File: src/rtl/issue_scoreboard_pkg.sv
// Shared defaults and ring-entry layout for the issue scoreboard and its writeback ring.
package issue_scoreboard_pkg;

  localparam int unsigned AluLatDef  = 3;
  localparam int unsigned MulLatDef  = 6;
  localparam int unsigned RegAddrDef = 5;
  localparam int unsigned CntWDef    = 16;

  // Wide enough for any latency up to 15.
  localparam int unsigned LatW = 4;

  // Ring entry packing, MSB first: {valid, dst, is_mult}.
  function automatic int unsigned ring_entry_w(int unsigned reg_addr);
    return reg_addr + 2;
  endfunction

  localparam int unsigned RingEntryW = RegAddrDef + 2;

endpackage

File: src/rtl/wb_reservation_ring.sv
// Writeback reservation ring: index k holds the entry that owns the write port k cycles from now.
module wb_reservation_ring
  import issue_scoreboard_pkg::*;
#(
  parameter int unsigned Depth  = MulLatDef,
  parameter int unsigned EntryW = RingEntryW
) (
  input  logic              clk,
  input  logic              reset,
  input  logic              push,
  input  logic [LatW-1:0]   lat,
  input  logic [EntryW-1:0] push_entry,
  output logic              occupied,
  output logic [EntryW-1:0] head
);

  logic [Depth-1:0][EntryW-1:0] ring_q, ring_d;

  always_comb begin
    // A slot Depth cycles out can never be taken yet, so only indices below Depth are searched.
    occupied = 1'b0;
    for (int unsigned k = 1; k < Depth; k++) begin
      if (32'(lat) == k) occupied = ring_q[k][EntryW-1];
    end

    ring_d = '0;
    for (int unsigned k = 0; k < Depth - 1; k++) begin
      ring_d[k] = ring_q[k+1];
    end
    // After this edge the ring has advanced one step, so latency L lands at index L-1.
    for (int unsigned k = 0; k < Depth; k++) begin
      if (push && (32'(lat) == k + 1)) ring_d[k] = push_entry;
    end
  end

  always_ff @(posedge clk) begin
    if (reset) begin
      ring_q <= '0;
    end else begin
      ring_q <= ring_d;
    end
  end

  assign head = ring_q[0];

endmodule

File: src/rtl/issue_scoreboard.sv
// Issue controller: scoreboard of in-flight destinations, decode stall and writeback ownership
// for the ALU and multiply pipes sharing one register-file write port.
module issue_scoreboard
  import issue_scoreboard_pkg::*;
#(
  parameter int unsigned ALU_LAT  = AluLatDef,
  parameter int unsigned MUL_LAT  = MulLatDef,
  parameter int unsigned REG_ADDR = RegAddrDef,
  parameter int unsigned CNT_W    = CntWDef
) (
  input  logic                   clk,
  input  logic                   reset,
  input  logic                   dec_valid,
  input  logic [REG_ADDR-1:0]    dec_src1,
  input  logic [REG_ADDR-1:0]    dec_src2,
  input  logic                   dec_use_src2,
  input  logic [REG_ADDR-1:0]    dec_dst,
  input  logic                   dec_regwrite,
  input  logic                   dec_is_mult,
  output logic                   stall,
  output logic                   issue,
  output logic                   pc_write,
  output logic                   if_id_write,
  output logic                   wb_valid,
  output logic [REG_ADDR-1:0]    wb_dst,
  output logic                   wb_from_mult,
  output logic [2**REG_ADDR-1:0] busy_vec,
  output logic [CNT_W-1:0]       stall_count
);

  localparam int unsigned NumRegs = 2 ** REG_ADDR;
  localparam int unsigned EntryW  = ring_entry_w(REG_ADDR);

  logic [NumRegs-1:0] busy_q, busy_d;
  logic [CNT_W-1:0]   stall_count_q, stall_count_d;
  logic               reserve, raw_hazard, waw_hazard, slot_taken, push;
  logic [LatW-1:0]    lat;
  logic [EntryW-1:0]  push_entry, head_entry;

  // Writes to r0 are discarded, so they never claim the port or a busy bit.
  assign reserve    = dec_regwrite && (dec_dst != '0);
  assign lat        = dec_is_mult ? LatW'(MUL_LAT) : LatW'(ALU_LAT);
  assign raw_hazard = ((dec_src1 != '0) && busy_q[dec_src1]) ||
                      (dec_use_src2 && (dec_src2 != '0) && busy_q[dec_src2]);
  assign waw_hazard = reserve && busy_q[dec_dst];

  assign stall       = dec_valid && (raw_hazard || waw_hazard || (reserve && slot_taken));
  assign issue       = dec_valid && !stall;
  assign pc_write    = !stall;
  assign if_id_write = !stall;
  assign push        = issue && reserve;
  assign push_entry  = {1'b1, dec_dst, dec_is_mult};

  wb_reservation_ring #(
    .Depth  (MUL_LAT),
    .EntryW (EntryW)
  ) u_ring (
    .clk        (clk),
    .reset      (reset),
    .push       (push),
    .lat        (lat),
    .push_entry (push_entry),
    .occupied   (slot_taken),
    .head       (head_entry)
  );

  assign wb_valid     = head_entry[EntryW-1];
  assign wb_dst       = head_entry[EntryW-2:1];
  assign wb_from_mult = head_entry[0];

  always_comb begin
    busy_d = busy_q;
    // Retire before set, so a same-register set wins.
    if (wb_valid) busy_d[wb_dst] = 1'b0;
    if (push) busy_d[dec_dst] = 1'b1;

    stall_count_d = stall_count_q;
    if (stall && (stall_count_q != '1)) stall_count_d = stall_count_q + CNT_W'(1);
  end

  always_ff @(posedge clk) begin
    if (reset) begin
      busy_q        <= '0;
      stall_count_q <= '0;
    end else begin
      busy_q        <= busy_d;
      stall_count_q <= stall_count_d;
    end
  end

  assign busy_vec    = busy_q;
  assign stall_count = stall_count_q;

endmodule

File: config.mk
export PLATFORM = sky130hd
export DESIGN_NAME = issue_scoreboard
export DESIGN_NICKNAME = d
export VERILOG_FILES = /design/src/rtl/issue_scoreboard_pkg.sv /design/src/rtl/wb_reservation_ring.sv /design/src/rtl/issue_scoreboard.sv
export SDC_FILE = /design/constraint.sdc
export NUM_CORES = 1
export LEC_CHECK = 0
export ABC_CLOCK_PERIOD_IN_PS = 4160
export CAP_MARGIN = 30
export CELL_PAD_IN_SITES_DETAIL_PLACEMENT = 1
export CELL_PAD_IN_SITES_GLOBAL_PLACEMENT = 2
export CORE_MARGIN = 1
export CORE_UTILIZATION = 33
export CTS_CLUSTER_DIAMETER = 200
export DETAILED_ROUTE_END_ITERATION = 10
export GPL_ROUTABILITY_DRIVEN = 0
export PLACE_DENSITY_LB_ADDON = 0.1
export SYNTH_ARGS = -nofsm -noshare
export SYNTH_HDL_FRONTEND = slang
export SYNTH_SLANG_ARGS = --single-unit
File: constraint.sdc
create_clock -name clk -period 4.16 [get_ports clk]
set_clock_uncertainty 0.05 [all_clocks]
set_input_delay 1.04 -clock clk [delete_from_list [all_inputs] [get_ports clk]]
set_output_delay 1.04 -clock clk [all_outputs]
set_load 0.01 [all_outputs]
==> out/results.tsv <==
stage	metric	value	unit
floorplanning	coreArea	12700	um^2
setup_path	worst-path-max-fanout	8	
cells_and_area	area_growth	35.0	%
synth	synthCells	445	
cells_and_area	drive_gt1_frac	0.217	
clock_network	numClockSinks	90	
sta	finalSetupViolCount	0	
routing	viasPerCell	5.53	
synth	yosysMostFrequentCell	dfxtp_1	
routing	drt_wl_total	14800	um
sta	worst_pin_slew	578	ps
floorplanning	initial_core_util	0.342	
sta	fmax	243	MHz
clock_network	h-tree-depth	3	
clock_network	tritoncts	yes	
clock_network	path_clk_slew	70	ps
setup_path	crit_arrival	3020	ps
grt	grt_pass1_wl	22500	um
setup_path	required	3070	ps
synth	ys_ff_latch	90	
setup_path	path_class	input port to output pin	
setup_path	cp-end-kind	output pin	
floorplanning	die_area	13600	um^2
grt	globalRouteOverflowTotal	0	
cells_and_area	fin_cells	720	
synth	synth_common_cells	dfxtp_1 (90), nand2_1 (35), nor2b_1 (33)	
synth	ys_types	53	
clock_network	worst_skew_pair.late_latency	350	ps
floorplanning	die_x	117	um
run	drv_cap	0	
hold_path	hp-class	flip-flop to flip-flop	
floorplanning	die_h	117	um
routing	drc	0	
cells_and_area	layout.nets	565	
routing	drtAntennaViolNets	0	
clock_network	cts_inserted_buffers	9	
sta	fin_crit	4110	ps
clock_network	ctsHoldBuffers	0	
synth	synth_top_area_share	0.414	
setup_path	crit_top_cell	buf_6	
setup_path	cp-start-kind	input port	
place	dp_hpwl	10800	um
sta	hold_viol	0	
floorplanning	rows	41	
synth	ys.flop_type	dfxtp_1	
grt	grt_use_total	0.227	
synth	syn_area	4350	um^2
routing	first_iter_violations	186	
power	leakage	2.05	nW
floorplanning	ios	80	
setup_path	crit_chain	clkdlybuf4s50_1, buf_6, mux4_2, nand2b_4, a22oi_2, a31oi_4, buf_6, nor3_4, buf_2	
setup_path	critPathSlowestCell	clkdlybuf4s50_1	
power	ir_worst_vdd	0.219	mV
power	cellPowerDensity	327	nW/um^2
clock_network	cts_root_buffer	clkbuf_16	
synth	synth-edff-count	0	
synth	yosysSeqAreaShare	0.414	
power	power.total	1.92	mW
synth	yosys_warnings	0	
clock_network	clk_path_buf_depth	2	
grt	antenna_found_initial	0	
synth	async_reset_ff_frac	0	
synth	synth_top_cell_by_area	dfxtp_1	
synth	avgSynthCellArea	9.78	um^2
outcome	outcome	finished, final reports clean	
place	io_buffers	79	
synth	synth_nets	467	
setup_path	max_stage_delay	480	ps
cells_and_area	postLayoutCoreUtil	0.462	
synth	yosys-top-cells-area	dfxtp_1 (41%), mux4_2 (11%), nor2b_1 (4.7%)	
routing	drt_pass1_iterations	4	
sta	period_share	0.988	
sta	slew_headroom	0.611	
sta	finalSetupTns	0	ps
cells_and_area	n_antenna_cell	0	
grt	grt_pass1_vias	3976	
sta	slew_violations	0	
grt	grt_max_degree	42	
routing	wl_per_cell	20.5	um
routing	route.vias.total	3985	
place	placed_cells	698	
## what timing repair did
item                                    4_1_cts  5_1_grt
endpoints found under the setup margin        4        4
setup buffers                                 4        2
pin swaps                                     7        4
gates resized for setup                      42        9
## area by class of cell
type	count	area, um^2
Clock buffer	10	239
Clock inverter	6	78.8
Fill cell	1455	6850
Inverter	13	48.8
Multi-Input combinational cell	307	2380
Sequential cell	90	1800
Tap cell	172	215
Timing Repair Buffer	122	1110
## per-layer routing
metal | vias to the layer above | share of wire | global-route usage
li1 | 1837 | - | -
met1 | 1993 | 0.43 | 0.282
met2 | 125 | 0.50 | 0.395
met3 | 30 | 0.041 | 0.0304
met4 | 0 | 0.029 | 0.0945
met5 | - | 0 | 0
## metrics by stage
step / instance area, um^2 / hold slack, ps / worst slack (ps)
finish: 5870 / 386 / 50.9
global route: 5870 / 401 / -1.85
CTS: 5850 / 388 / 7.84
detailed placement: 5440 / 375 / -750
global placement: 5440 / 366 / -697
floorplan: 4350 / 364 / 189
## sequential cells by signal, indices dropped and copies added, names as in the netlist
signal	count
stall_count	16
busy_vec	32
u_ring.ring_q	35
u_ring.head	7
## cell usage in the layout (no fill, tap or decap), types with 7 or more instances in the layout
| master | instances |
|---|---|
| a21oi_1 | 15 |
| o21ai_0 | 19 |
| clkdlybuf4s50_1 | 65 |
| nor3_1 | 7 |
| mux4_2 | 21 |
| nor2_1 | 11 |
| nand2_1 | 35 |
| o211ai_1 | 9 |
| nor2b_1 | 33 |
| buf_6 | 8 |
| dfxtp_1 | 90 |
| a32o_1 | 16 |
| nand3_1 | 19 |
| buf_4 | 35 |
| or3_1 | 19 |
| inv_1 | 13 |
| o21ai_2 | 8 |
| nand3b_1 | 9 |
| mux2i_1 | 12 |
| clkbuf_16 | 9 |
## critical path: cells and delay by family
| kind | cells | cell delay [ps] |
|---|---|---|
| buffers and inverters | 4 | 940 |
| AND/OR/NAND/NOR | 2 | 360 |
| AO/OA/AOI/OAI | 2 | 350 |
| multiplexers | 1 | 320 |
## power by group
part / switching, mW / internal (mW) / total [mW]
Clock: 0.377 / 0.496 / 0.873
Combinational: 0.0931 / 0.0786 / 0.172
Sequential: 0.00665 / 0.868 / 0.875
## final timing paths
path / startpoint / end / slack, ps / depth (start not counted)
max reg2reg: busy_vec[3]$_SDFF_PP0_ / busy_vec[25]$_SDFF_PP0_ / 960 / 10
min reg2reg: u_ring.ring_q[16]$_SDFF_PP0_ / u_ring.ring_q[9]$_SDFF_PP0_ / 390 / 1
min: u_ring.ring_q[16]$_SDFF_PP0_ / u_ring.ring_q[9]$_SDFF_PP0_ / 390 / 1
max: dec_dst[1] / issue / 50 / 9
## cells by family after synthesis
| family | after synthesis | synth area share |
|---|---|---|
| AND/OR/NAND/NOR | 181 | 0.238 |
| flip-flops | 90 | 0.414 |
| AO/OA/AOI/OAI | 89 | 0.147 |
| buffers and inverters | 48 | 0.0546 |
| multiplexers | 35 | 0.141 |
| XOR/XNOR | 1 | 0.00201 |
| adder cells (fa/ha/maj) | 1 | 0.00288 |
Power figures use the tool's default switching activity.
